--- src/rtl/pipeline_ctrl_if.sv ---
// pipeline_ctrl_if
//   Groups the stage-facing signals of the pipeline control unit.
//   master : the pipeline (raises stall requests and exceptions, consumes stall/flush/new_pc)
//   slave  : the control unit (pipeline_ctrl)
// Signals
//   stallreq_from_if/id/ex  stall requests from IF, ID, EX
//   excepttype_i            exception type from MEM stage, 0 = none
//   cp0_epc_i               current EPC (eret target)
//   stall[5:0]              [0]PC [1]IF/ID [2]ID/EX [3]EX/MEM [4]MEM/WB [5]WB, 1 = stop
//   flush                   clear all pipeline registers this cycle
//   new_pc                  redirect target, valid while flush=1
interface pipeline_ctrl_if;
  logic        stallreq_from_if;
  logic        stallreq_from_id;
  logic        stallreq_from_ex;
  logic [31:0] excepttype_i;
  logic [31:0] cp0_epc_i;
  logic [5:0]  stall;
  logic        flush;
  logic [31:0] new_pc;

  modport master (
    output stallreq_from_if, stallreq_from_id, stallreq_from_ex,
    output excepttype_i, cp0_epc_i,
    input  stall, flush, new_pc
  );

  modport slave (
    input  stallreq_from_if, stallreq_from_id, stallreq_from_ex,
    input  excepttype_i, cp0_epc_i,
    output stall, flush, new_pc
  );
endinterface

--- src/rtl/pipeline_ctrl.sv ---
// pipeline_ctrl
//   Pipeline control unit. Produces the stall vector read by every pipeline register,
//   the flush pulse and redirect PC on exceptions/eret, keeps saturating stall/flush
//   statistics and raises a sticky watchdog flag when a stall is held too long.
// Ports
//   clk              rising-edge clock
//   rst              asynchronous reset, active-low
//   ctrl             pipeline_ctrl_if.slave (requests in, stall/flush/new_pc out)
//   stall_cycles_o   number of cycles with stall != 0 (saturating)
//   flush_count_o    number of flush cycles (saturating)
//   stall_timeout_o  sticky: stall held STALL_TIMEOUT consecutive cycles
// The stall/flush/new_pc outputs are purely combinational from the current requests.
// A pipeline register k inserts a bubble where stall[k]=1 and stall[k+1]=0; the stall
// patterns below are contiguous from bit 0, so exactly one such boundary exists.
module pipeline_ctrl #(
  parameter logic [31:0] EXC_VECTOR    = 32'h0000_0020,
  parameter int          STALL_TIMEOUT = 1024,
  parameter int          CNT_W         = 32
) (
  input  logic             clk,
  input  logic             rst,
  pipeline_ctrl_if.slave   ctrl,
  output logic [CNT_W-1:0] stall_cycles_o,
  output logic [CNT_W-1:0] flush_count_o,
  output logic             stall_timeout_o
);

  localparam int               RUN_W     = $clog2(STALL_TIMEOUT) + 1;
  localparam logic [RUN_W-1:0] RUN_LIMIT = RUN_W'(STALL_TIMEOUT - 1);
  localparam logic [31:0]      EXC_ERET  = 32'h0000_000e;

  typedef enum logic [1:0] {ST_RUN, ST_STALLED, ST_FLUSH} state_t;

  state_t           state_reg, state_next;
  logic [5:0]       stall_c;
  logic             flush_c;
  logic [31:0]      new_pc_c;
  logic [RUN_W-1:0] run_len_reg, run_len_next;
  logic             timeout_reg, timeout_hit;
  logic [1:0]       cnt_en;
  logic [CNT_W-1:0] cnt_reg [2];

  // Priority resolver. Outputs are forced quiet while reset is held so the pipeline
  // registers never see a stray stall or flush during reset.
  always_comb begin
    stall_c  = 6'b000000;
    flush_c  = 1'b0;
    new_pc_c = 32'h0;
    if (!rst) begin
      stall_c  = 6'b000000;
    end else if (ctrl.excepttype_i != 32'h0) begin
      // An exception wins over any pending stall; that stall request is dropped.
      flush_c  = 1'b1;
      new_pc_c = (ctrl.excepttype_i == EXC_ERET) ? ctrl.cp0_epc_i : EXC_VECTOR;
    end else if (ctrl.stallreq_from_ex) begin
      stall_c = 6'b001111;
    end else if (ctrl.stallreq_from_id) begin
      stall_c = 6'b000111;
    end else if (ctrl.stallreq_from_if) begin
      stall_c = 6'b000011;
    end
  end

  assign ctrl.stall  = stall_c;
  assign ctrl.flush  = flush_c;
  assign ctrl.new_pc = new_pc_c;

  always_ff @(posedge clk or negedge rst) begin
    if (!rst) begin
      state_reg <= ST_RUN;
    end else begin
      state_reg <= state_next;
    end
  end

  // Next state plus the bookkeeping that hangs off it. run_len is only non-zero while
  // the registered state is STALLED, so entering STALLED from RUN/FLUSH starts at 1.
  always_comb begin
    state_next   = ST_RUN;
    cnt_en       = 2'b00;
    run_len_next = '0;
    timeout_hit  = 1'b0;
    if (flush_c) begin
      state_next = ST_FLUSH;
    end else if (stall_c != 6'b000000) begin
      state_next = ST_STALLED;
    end
    case (state_next)
      ST_STALLED: begin
        cnt_en[0] = 1'b1;
        if (state_reg == ST_STALLED) begin
          // Hold at the limit; the sticky flag makes further counting pointless.
          run_len_next = (run_len_reg < RUN_LIMIT) ? run_len_reg + 1'b1 : run_len_reg;
        end else begin
          run_len_next = RUN_W'(1);
        end
        timeout_hit = (run_len_reg == RUN_LIMIT);
      end
      ST_FLUSH: begin
        cnt_en[1] = 1'b1;
      end
      default: begin
        cnt_en = 2'b00;
      end
    endcase
  end

  always_ff @(posedge clk or negedge rst) begin
    if (!rst) begin
      run_len_reg <= '0;
      timeout_reg <= 1'b0;
    end else begin
      run_len_reg <= run_len_next;
      if (timeout_hit) begin
        timeout_reg <= 1'b1;
      end
    end
  end

  // Saturating statistics counters: [0] stalled cycles, [1] flush cycles.
  genvar gi;
  generate
    for (gi = 0; gi < 2; gi++) begin : g_cnt
      always_ff @(posedge clk or negedge rst) begin
        if (!rst) begin
          cnt_reg[gi] <= '0;
        end else if (cnt_en[gi] && (cnt_reg[gi] != {CNT_W{1'b1}})) begin
          cnt_reg[gi] <= cnt_reg[gi] + 1'b1;
        end
      end
    end
  endgenerate

  assign stall_cycles_o  = cnt_reg[0];
  assign flush_count_o   = cnt_reg[1];
  assign stall_timeout_o = timeout_reg;

endmodule

--- src/flat_wrapper.sv ---
// flat-port wrapper written by rule: the top's interface ports become plain ports
module pipeline_ctrl_flat 
#(
  parameter logic [31:0] EXC_VECTOR    = 32'h0000_0020,
  parameter int          STALL_TIMEOUT = 1024,
  parameter int          CNT_W         = 32
)
  (clk, rst, stall_cycles_o, flush_count_o, stall_timeout_o, ctrl_stallreq_from_if, ctrl_stallreq_from_id, ctrl_stallreq_from_ex, ctrl_excepttype_i, ctrl_cp0_epc_i, ctrl_stall, ctrl_flush, ctrl_new_pc);
  pipeline_ctrl_if ctrl_i ();
  input  logic clk;
  input  logic rst;
  output logic [CNT_W-1:0] stall_cycles_o;
  output logic [CNT_W-1:0] flush_count_o;
  output logic stall_timeout_o;
  input wire logic [$bits(ctrl_i.stallreq_from_if)-1:0] ctrl_stallreq_from_if;
  input wire logic [$bits(ctrl_i.stallreq_from_id)-1:0] ctrl_stallreq_from_id;
  input wire logic [$bits(ctrl_i.stallreq_from_ex)-1:0] ctrl_stallreq_from_ex;
  input wire logic [$bits(ctrl_i.excepttype_i)-1:0] ctrl_excepttype_i;
  input wire logic [$bits(ctrl_i.cp0_epc_i)-1:0] ctrl_cp0_epc_i;
  output wire logic [$bits(ctrl_i.stall)-1:0] ctrl_stall;
  output wire logic [$bits(ctrl_i.flush)-1:0] ctrl_flush;
  output wire logic [$bits(ctrl_i.new_pc)-1:0] ctrl_new_pc;
  assign ctrl_i.stallreq_from_if = ctrl_stallreq_from_if;
  assign ctrl_i.stallreq_from_id = ctrl_stallreq_from_id;
  assign ctrl_i.stallreq_from_ex = ctrl_stallreq_from_ex;
  assign ctrl_i.excepttype_i = ctrl_excepttype_i;
  assign ctrl_i.cp0_epc_i = ctrl_cp0_epc_i;
  assign ctrl_stall = ctrl_i.stall;
  assign ctrl_flush = ctrl_i.flush;
  assign ctrl_new_pc = ctrl_i.new_pc;
  pipeline_ctrl #(.EXC_VECTOR(EXC_VECTOR), .STALL_TIMEOUT(STALL_TIMEOUT), .CNT_W(CNT_W)) u_core (.clk(clk), .rst(rst), .ctrl(ctrl_i), .stall_cycles_o(stall_cycles_o), .flush_count_o(flush_count_o), .stall_timeout_o(stall_timeout_o));
endmodule
--- config.mk ---
export PLATFORM = sky130hd
export DESIGN_NAME = pipeline_ctrl_flat
export DESIGN_NICKNAME = d
export VERILOG_FILES = /design/src/rtl/pipeline_ctrl_if.sv /design/src/rtl/pipeline_ctrl.sv /design/src/flat_wrapper.sv
export SDC_FILE = /design/constraint.sdc
export NUM_CORES = 1
export LEC_CHECK = 0
export CAP_MARGIN = 20
export CORE_ASPECT_RATIO = 0.7
export CORE_MARGIN = 5
export CORE_UTILIZATION = 45
export DETAILED_ROUTE_END_ITERATION = 10
export HOLD_SLACK_MARGIN = 0.12
export PLACE_DENSITY = 0.94
export RECOVER_POWER = 100
export SKIP_CTS_REPAIR_TIMING = 1
export SLEW_MARGIN = 25
export SYNTH_ARGS = -nofsm -noshare
export SYNTH_HDL_FRONTEND = slang
export SYNTH_SLANG_ARGS = --single-unit
export TNS_END_PERCENT = 100
--- constraint.sdc ---
create_clock -name clk -period 5.1 [get_ports clk]
set_clock_uncertainty 0.2 [all_clocks]
set_input_delay 1.02 -clock clk [delete_from_list [all_inputs] [get_ports clk]]
set_output_delay 1.02 -clock clk [all_outputs]
set_load 0.02 [all_outputs]
---- Yosys cells after proc, flatten, opt, wreduce, memory -nomap -nowiden ----
Cells that the tools add are included.
storage, ports and cells
  output and inout bits ................... 104
  word-level logic and storage cells ...... 39
  input port bits ......................... 69
  bits in registers ....................... 78
operators by class
  $add $sub $neg .......................... 3
  equality and inequality tests ........... 8
  $lt $le $gt $ge ......................... 1
  reduce and logical (&&, ||, !) cells .... 4
  mux-type cells .......................... 18
operators with widths
  kind                   number
  $mux 32                3
  $add 32x1->32 const B  2
  $ne 32x32->1 const B   2
  $mux 11                3
  $eq 32x4->1 const B    1
  $reduce_bool 32->1     1
  $mux 6                 4
  $add 11x1->11 const B  1
  $eq 11x10->1 const B   1
  $lt 11x10->1 const B   1
  $mux 1                 6
  $reduce_bool 6->1      1
  $eq 2x1->1 const B     2
  $mux 2                 2
  $ne 3x3->1 const B     1
  $eq 2x2->1 const B     1
  $logic_and 1x1->1      2

---- Longest topological paths before layout ----
Gate-level depths: netlist of run 1.
  depth in word-level cells ............... 11
  depth in mapped cells ................... 8
  gate-level depth less buffers ........... 7

---- Worst setup path before layout of run 1 ----
No wires, ideal clock.
  kind .................................... input to output
  start point ............................. in ctrl_excepttype_i[21]
  end point ............................... out ctrl_new_pc[0]
  data required time ...................... 3.880 ns
  cell stages on the path ................. 5
  setup slack ............................. 1.424 ns
  data arrival time ....................... 2.456 ns
  path buffers ............................ 1
  cell sequence ........................... nor4_1 > nand4_1 > nor4_1 > clkbuf_1 > and2_1
on the way
  longest elaborated chain between the ends .. 4
  elaborated cells between the ends (all ways) .. 5
  classes of those cells .................. 1 x eq/ne; 3 x mux; 1 x reduce/logical
ends and longest elaborated chain
  what             line                 text
  start, declared  flat_wrapper.sv:18   input wire logic [$bits(ctrl_i.excepttype_i)-1:0] ctrl_excepttype_i;
  $eq 32x4->1      pipeline_ctrl.sv:54  new_pc_c = (ctrl.excepttype_i == EXC_ERET) ? ctrl.cp0_epc_i : EXC_VECTOR;
  $mux 32          pipeline_ctrl.sv:54
  $mux 32 *        pipeline_ctrl.sv:51  end else if (ctrl.excepttype_i != 32'h0) begin
  $mux 32 *        pipeline_ctrl.sv:49  if (!rst) begin
  end, declared    flat_wrapper.sv:22   output wire logic [$bits(ctrl_i.new_pc)-1:0] ctrl_new_pc;
Every way passes the cells marked *; elsewhere a longest branch is shown, timed or not.

---- Worst setup path after layout of run 1 ----
  start point ............................. in ctrl_excepttype_i[30]
  end point ............................... out ctrl_new_pc[11]
Same word-level chain as after synthesis.

==> metrics, run 1 <==
Iter 0 DRT Violations 318; WL/cell ~18 µm; post-route cell area about 6000 µm²; actual slew at the worst max-slew pin around 1700 ps; Vias about 3700; Hold Startpoint u_core.stall_timeout_o$_DFFE_PN0P_; P&R area growth vs syn 51.7%; initial antenna violation count 0; clock buffer count from CTS 9; Critical Path Slowest Stage Cell dlygate4sd3_1; Peak VDD IR between 0.00015 and 0.0002 V; CTS tree built; synthesized instance count 394; Synth top area share 0.487; RSZ-0062 raised after global routing false; Final #Nets roughly 640; status finished, violations left; PortBufs 170; Via-to-Cell Ratio roughly 5.3; crit-path max FO 31; grt met3 use 0.0626; row count 28; RePlAce Congestion roughly 0.86; initial core utilization 0.467; Chip Width about 120 µm; failing checks capacitance limit, slew limit; sequential share of the synthesized area 0.487; gr busiest metal met2; crit path DAT around 3700 ps; overall power between 1 and 1.5 mW; Vert. Die Dim around 90 µm; die area between 10000 and 15000 µm²; Worst Path Class, Setup input port to output port; Detailed Route WL 12800 µm; Yosys reg bits slightly below 80; Worst Path Required just under 4000 ps; FMAX a little over 0.2 GHz; R2R Path End u_core.flush_count_o[29]$_DFFE_PN0P_; post-place setup slack slightly below 400 ps; GRT Overall Usage 0.234; Netlist cell types 41; leading area contributor after synthesis dfrtp_1; r2r worst-path depth 6; worst-skew pair later-pin latency between 300 and 400 ps; Worst Setup End Kind output port; Setup-failing EPs final 0; Syn Area/Cell slightly above 10 µm²; Setup WS post-layout between 200 and 250 ps; Mapped Area roughly 4000 µm²; worst-path cell chain dlygate4sd3_1 > nor4_1 > nand4_1 > nor4_1 > buf_4 > and2_1 > dlygate4sd3_1; total iterations of the first detailed-routing run 5; clock root buffer clkbuf_16; Crit path largest cell delay around 700 ps; setup TNS 0 ps; Power Density about 240 nW/µm²; DP HPWL roughly 10000 µm; I/O pin total ~170; Leak between 2 and 3 nW; Inserted Diodes 0; deepest clock path buffer count 2; Final Max Tran Viols 29; worst hold slack approximately 270 ps; reg-to-reg setup timing slack between 1500 and 2000 ps; RR Startpoint u_core.flush_count_o[23]$_DFFE_PN0P_; Max-slew headroom -0.149; Placed Area 5860 µm²; Hold Vio Cnt, Final 0; worst hold path type flop to flop; worst hold endpoint u_core.stall_timeout_o$_DFFE_PN0P_; M2 GR Usage 0.358; Routed Antenna Nets 0; Worst-path clk slew about 50 ps; first-pass GRT wire length slightly below 20000 µm; min cycle time layout a little under 5000 ps; vias in the first global route between 3000 and 4000; Max Cap Violations 2; number of remaining DRC errors 0; grt ovf 0; fillers ~630; layout cells sized above 1 0.0453; H-tree Lvls 3; largest net degree at the start of global routing between 50 and 60; final period utilization 0.957; core area approximately 8600 µm²; Yosys warnings 0; GR Util met1 0.326; critical path startpoint category input port; clock tree sinks 78; cell count of the worst hold path 1; top post-synthesis cells by area dfrtp_1 (49%), xnor2_1 (10%), and2_1 (5.1%)
==> layout make-up <==
type,instances,area [µm²],area share
inverters,2,7.51,0.00123
repair buffers,176,1730,0.284
well taps,120,150,0.0247
clock buffers,11,243,0.0399
clock inverters,4,23.8,0.00391
flip-flops and latches,78,1950,0.321
multi-input cells,303,1980,0.326
==> kinds of logic (layout without fill, tap and decap cells) <==
| kind of cell | count (synthesis) | after routing | synth area share |
|---|---|---|---|
| xor+xnor | 69 | 69 | 0.151 |
| compound gates | 12 | 12 | 0.0218 |
| flops | 78 | 78 | 0.487 |
| buf+inv | 14 | 193 | 0.0168 |
| fa+ha+maj | 3 | 3 | 0.00936 |
| simple gates | 213 | 213 | 0.303 |
| mux | 4 | 4 | 0.0109 |
| other cells | 1 | 2 | 0.000935 |
==> critical path: cells and delay by family <==
family                 cells  cell delay, ps
and+or+nand+nor            4            1050
buffers and inverters      3            1590
==> report_power, final <==
part	internal, mW	total, mW	switching, mW
registers	0.646	0.686	0.0393
logic	0.111	0.219	0.108
clock network	0.338	0.574	0.236
total	1.10	1.48	0.383
==> synth_stat cells (all sizes together) <==
library cell and count:
o21ai 1, mux2 3, o211a 2, a21o 1
inv 2, nand4 26, xnor2 47, nor2b 3
conb 1, nor4 13, buf 4, nor3b 5
clkbuf 8, nand4b 1, dfrtp 78, a21oi 3
nor2 25, and4 6, a21boi 2, nand3 31
ha 3, and3 20, o31ai 1, nor3 8
nand2 36, nand2b 1, nor4b 2, a31oi 1
a211oi 1, and2 34, or3 2, mux2i 1
xor2 22
==> worst max path at each step <==
stage / endpoint / cells past startpoint / startpoint
floorplan: ctrl_new_pc[0] / 5 / ctrl_excepttype_i[21]
global placement: ctrl_flush / 7 / ctrl_excepttype_i[25]
detailed placement: ctrl_new_pc[24] / 7 / ctrl_excepttype_i[29]
CTS: ctrl_new_pc[11] / 7 / ctrl_excepttype_i[29]
global route: ctrl_new_pc[11] / 7 / ctrl_excepttype_i[30]
finish: ctrl_new_pc[11] / 7 / ctrl_excepttype_i[30]
==> cells in the final DEF (no fill, tap or decap), types with 2 or more instances in the layout <==
master / instances
dlygate4sd3_1: 97
dfrtp_1: 78
clkdlybuf4s50_1: 72
xnor2_1: 47
nand2_1: 36
and2_1: 33
nand3_1: 31
nor2_1: 25
nand4_1: 25
xor2_1: 22
and3_1: 20
nor4_1: 9
clkbuf_16: 9
nor3_1: 7
and4_1: 6
nor3b_1: 5
clkbuf_1: 5
nor4_2: 3
a21oi_1: 3
mux2_2: 3
nor2b_1: 3
ha_1: 3
clkinv_2: 3
buf_4: 3
or3_1: 2
o211a_1: 2
inv_1: 2
nor4b_1: 2
a21boi_0: 2
conb_1: 2
==> per-layer routing <==
metal  part of all wire  vias up
li1                   -     1729
met1               0.44     1782
met2               0.49      139
met3              0.054       28
met4              0.016        0
met5                  0        -
==> metrics by stage <==
stage | util | std cells
finish | 0.709 | 694
global route | 0.709 | 694
CTS | 0.714 | 694
detailed placement | 0.683 | 679
global placement | 0.683 | 679
floorplan | - | 395
Power figures use the tool's default switching activity.
==> inputs of run 2 (changes only) <==
REMOVE_ABC_BUFFERS = 1   (was not set)
==> metrics, run 2 (synthesis gave the netlist of run 1 again) <==
GRT Overall Usage 0.230 (-0.00375); most common cell after layout, fill and taps aside dlygate4sd3_1; RR Startpoint u_core.flush_count_o[24]$_DFFE_PN0P_; I/O pin total 173 (unchanged); post-route cell area 6120 µm² (+0.53%); clock tree sinks 78 (unchanged); row count 28 (unchanged); deepest clock path buffer count 2 (unchanged); R2R Path End u_core.flush_count_o[22]$_DFFE_PN0P_; crit path DAT 3730 ps (+70 ps); RSZ-0062 raised after global routing false; Via-to-Cell Ratio 5.35 (+1.0%); vias in the first global route 3819 (+4.5%); layout cells sized above 1 0.0503 (+0.00505); Internal 1.14 mW (+4.1%); largest net degree at the start of global routing 48 (-19%); H-tree Lvls 3 (unchanged); Setup-failing EPs final 0 (unchanged); Final #Nets 643 (+0.16%); worst-skew pair later-pin latency 340 ps (about the same); die area 10900 µm² (unchanged); post-place setup slack 371 ps (-17.0 ps); top sig layer met4; metal2 WL 6490 µm (+4.2%); failing checks capacitance limit, slew limit; Vert. Die Dim 89.0 µm (unchanged); initial antenna violation count 0 (unchanged); min cycle time layout 4950 ps (+74.3 ps); PortBufs 170 (unchanged); number of remaining DRC errors 0 (unchanged); Leak 2.87 nW (+0.50%); Worst Path Class, Setup input port to output port; sw frac 0.261 (+0.00180); routed wl met3 776 µm (+13%); Chip Width 123 µm (unchanged); crit path launch ctrl_excepttype_i[20]; clock root buffer clkbuf_16; reg-to-reg setup timing slack 1540 ps (-310 ps); Iter 0 DRT Violations 252 (-21%); clock buffer count from CTS 9 (unchanged); Inserted Diodes 0 (unchanged); WL/cell 18.3 µm (-0.69%); Worst-path clk slew 60 ps (about the same); DP HPWL 9740 µm (-2.7%); Setup WS post-layout 147 ps (-74.3 ps); final period utilization 0.971 (+0.0146); critical path startpoint category input port; worst hold endpoint u_core.stall_timeout_o$_DFFE_PN0P_; core area 8580 µm² (unchanged); Routed Antenna Nets 0 (unchanged); FMAX 0.202 GHz (-1.5%); Final Max Tran Viols 60 (+110%); Max-slew headroom -0.648 (-0.499); first-pass GRT wire length 19600 µm (about the same); worst hold path type flop to flop; cell count of the worst hold path 1 (unchanged); grt ovf 0 (unchanged); RePlAce Congestion 0.843 (-2.1%); most frequent cells in the layout dlygate4sd3_1 (97), dfrtp_1 (78), clkdlybuf4s50_1 (72), xnor2_1 (47), nand2_1 (36); CTS tree built; Max Cap Violations 2 (unchanged); Hold Startpoint u_core.stall_timeout_o$_DFFE_PN0P_; crit-path max FO 31 (unchanged); Hold Vio Cnt, Final 0 (unchanged); Power Density 252 nW/µm² (+3.8%); Combinational Power Share 0.139 (-0.009); Switch Pwr 0.402 mW (+5.1%); P&R area growth vs syn 52.6%; Vias 3727 (+1.3%); r2r worst-path depth 6 (unchanged); status finished, violations left; Worst Path Required 3880 ps (about the same); initial core utilization 0.467 (unchanged); Placed Area 5870 µm² (+0.15%); Clock power frac 0.413 (+0.025); setup TNS 0 ps (unchanged); Reg power frac 0.448 (-0.016); actual slew at the worst max-slew pin 2470 ps (+753 ps); Worst Setup End Kind output port; Peak VDD IR 0.000189 V (+17%); Detailed Route WL 12700 µm (-0.40%); total iterations of the first detailed-routing run 4 (-1); routed length on met1 5240 µm (-6.9%)
[run 2: changes by cell type in the layout (fill, tap and decap cells not counted), moves of 2 or more]
cell | before | now
clkbuf_1 | 5 | 3
and2_0 | 1 | 3
and2_1 | 33 | 31
clkinv_2 | 3 | 0
clkinv_4 | 1 | 4
[run 2: area by class of cell]
type / count / area, µm²
flip-flops and latches: 78 / 1950
well taps: 120 / 150
fillers: 598 / 2460
clock inverters: 6 / 72.6
clock buffers: 10 / 229
multi-input cells: 303 / 1970
inverters: 2 / 7.51
repair buffers: 177 / 1740
[run 2: how the worst max path moves through the flow]
stage / end / slack [ps] / depth (start not counted)
4_1_cts: ctrl_new_pc[22] / 220 / 7
6_report: ctrl_new_pc[29] / 150 / 7
5_1_grt: u_core.flush_count_o[27]$_DFFE_PN0P_ / 30 / 8
3_5_place_dp: ctrl_new_pc[22] / 370 / 7
2_1_floorplan: ctrl_new_pc[0] / 430 / 4
3_3_place_gp: ctrl_new_pc[22] / 400 / 7
[run 2: per-layer routing]
layer	up-vias	GRT usage
met4	0	0.0559
met5	-	0
li1	1726	-
met1	1857	0.296
met3	16	0.0633
met2	128	0.391
[run 2: stage by stage]
stage	power, mW	std cells	utilization	hold WS (ps)
after floorplan	0.771	383	-	285
after global placement	0.914	680	0.684	266
after detailed placement	0.926	680	0.684	277
after CTS	1.56	696	0.719	294
after global routing	1.60	696	0.713	299
final	1.54	696	0.713	290
[run 2: power groups by stage]
stage,registers [mW],clock network (mW),logic (mW)
after global routing,0.694,0.676,0.229
after CTS,0.690,0.645,0.229
after detailed placement,0.699,0,0.227
after global placement,0.694,0,0.219
after floorplan,0.718,0,0.0528
final,0.690,0.637,0.215
[run 2: worst max-delay path, cell delays in order]
cell and delay [ps]:
clkdlybuf4s50_1 450, nor4_1 420, nand4_1 340, nor4_1 340
buf_4 300, and2_1 170, dlygate4sd3_1 680
==> inputs of run 3 (changes only) <==
CORE_UTILIZATION = 46   (was 45)
PLACE_DENSITY = 0.95   (was 0.94)
==> metrics, run 3 (synthesis gave the netlist of run 1 again) <==
status finished, violations left; failing checks capacitance limit, slew limit; most common cell after layout, fill and taps aside dlygate4sd3_1; Vias 3696 (-0.83%); post-place setup slack 320 ps (-50.8 ps); layout cells sized above 1 0.0435 (-0.00687); Combinational Power Share 0.128 (-0.011); Chip Width 122 µm (-1.0%); largest net degree at the start of global routing 46 (-4.2%); core area 8480 µm² (-1.2%); Reg power frac 0.418 (-0.030); fillers 626 (+4.7%); Iter 0 DRT Violations 251 (-0.40%); critical path startpoint category input port; clock buffer count from CTS 9 (unchanged); Power Density 267 nW/µm² (+6.0%); Placed Area 5860 µm² (-0.23%); number of remaining DRC errors 0 (unchanged); Setup-failing EPs final 0 (unchanged); Final Max Tran Viols 60 (unchanged); Worst Path Required 3880 ps (about the same); row count 28 (unchanged); min cycle time layout 4850 ps (-98.7 ps); Inserted Diodes 0 (unchanged); RSZ-0062 raised after global routing false; P&R area growth vs syn 53.6%; Switch Pwr 0.401 mW (-0.34%); DP HPWL 9320 µm (-4.3%); clock tree sinks 78 (unchanged); Internal 1.25 mW (+9.2%); Routed Antenna Nets 0 (unchanged); fin util 0.727 (+0.0136); deepest clock path buffer count 2 (unchanged); crit-path max FO 31 (unchanged); initial core utilization 0.473 (+0.00579); Final Non-Filler Cells 695 (-0.14%); crit path launch ctrl_excepttype_i[16]; sw frac 0.244 (-0.0173); grt ovf 0 (unchanged); worst hold path type flop to flop; most frequent cells in the layout dlygate4sd3_1 (99), dfrtp_1 (78), clkdlybuf4s50_1 (70), xnor2_1 (47), nand2_1 (36); Detailed Route WL 12500 µm (-1.5%); vias in the first global route 3845 (+0.68%); Vert. Die Dim 88.1 µm (-0.97%); Worst-path clk slew 60 ps (about the same); PortBufs 170 (unchanged); actual slew at the worst max-slew pin 2360 ps (-115 ps); setup TNS 0 ps (unchanged); total iterations of the first detailed-routing run 4 (unchanged); final period utilization 0.952 (-0.0194); crit path DAT 3630 ps (-100 ps); Max Cap Violations 2 (unchanged); Clock power frac 0.454 (+0.041); Via-to-Cell Ratio 5.32 (-0.69%); Setup WS post-layout 245 ps (+98.7 ps); Hold Vio Cnt, Final 0 (unchanged); Hold Startpoint u_core.stall_timeout_o$_DFFE_PN0P_; RR Startpoint u_core.stall_cycles_o[0]$_DFFE_PN0P_; Leak 2.90 nW (+1.0%); FMAX 0.206 GHz (+2.0%); worst hold slack 270 ps (-20.7 ps); CTS tree built; Final #Nets 642 (-0.16%); initial antenna violation count 0 (unchanged); first-pass GRT wire length 20000 µm (+1.9%); post-route cell area 6160 µm² (+0.65%); die area 10700 µm² (-2.0%); overall power 1.65 mW (+6.7%); Max-slew headroom -0.572 (+0.0767); H-tree Lvls 3 (unchanged); Reg area 1950 µm² (unchanged); clock root buffer clkbuf_16; Peak VDD IR 0.000210 V (+11%); Worst Setup End Kind output port; worst-skew pair later-pin latency 350 ps (about the same); RePlAce Congestion 0.843 (about the same); GRT Overall Usage 0.239 (+0.00911); Worst Path Class, Setup input port to output port; I/O pin total 173 (unchanged); WL/cell 18.0 µm (-1.4%); # placed instances 679 (-0.15%); area occupied by multi-input gates 1980 µm² (+0.51%)
-- run 3: path summary, 6_finish.rpt --
path | depth (start not counted) | slack (ps) | to
min in group asynchronous | 1 | 430 | u_core.flush_count_o[25]$_DFFE_PN0P_
max in group asynchronous | 2 | 1680 | u_core.stall_cycles_o[4]$_DFFE_PN0P_
worst max-delay path | 7 | 250 | ctrl_new_pc[11]
worst min register to register | 1 | 270 | u_core.stall_timeout_o$_DFFE_PN0P_
worst max register to register | 7 | 1810 | u_core.stall_cycles_o[3]$_DFFE_PN0P_
worst min-delay path | 1 | 270 | u_core.stall_timeout_o$_DFFE_PN0P_
-- run 3: per-layer routing --
| layer | vias up | wire [µm] | track usage |
|---|---|---|---|
| li1 | 1726 | - | - |
| met1 | 1845 | 5230 | 0.312 |
| met2 | 103 | 6470 | 0.400 |
| met3 | 22 | 582 | 0.0536 |
| met4 | 0 | 222 | 0.0804 |
| met5 | - | 0 | 0 |
-- run 3: final cells by class --
cell class / count / share of cell area
multi-input combinational: 303 / 0.321
sequential: 78 / 0.317
timing repair buffer: 176 / 0.280
clock buffer: 10 / 0.0388
tap: 120 / 0.0244
clock inverter: 6 / 0.0177
inverter: 2 / 0.00122
-- run 3: power by group through the flow --
stage	clock network (mW)	registers [mW]	logic, mW
final	0.747	0.689	0.211
after global placement	0	0.695	0.218
after CTS	0.757	0.688	0.226
after global routing	0.777	0.693	0.228
after detailed placement	0	0.697	0.224
after floorplan	0	0.718	0.0528
-- run 3: worst max-delay path: stages --
cell             delay (ps)
clkdlybuf4s50_1         410
nor4_1                  320
nand4_1                 330
nor4_1                  350
buf_4                   300
and2_1                  190
dlygate4sd3_1           700
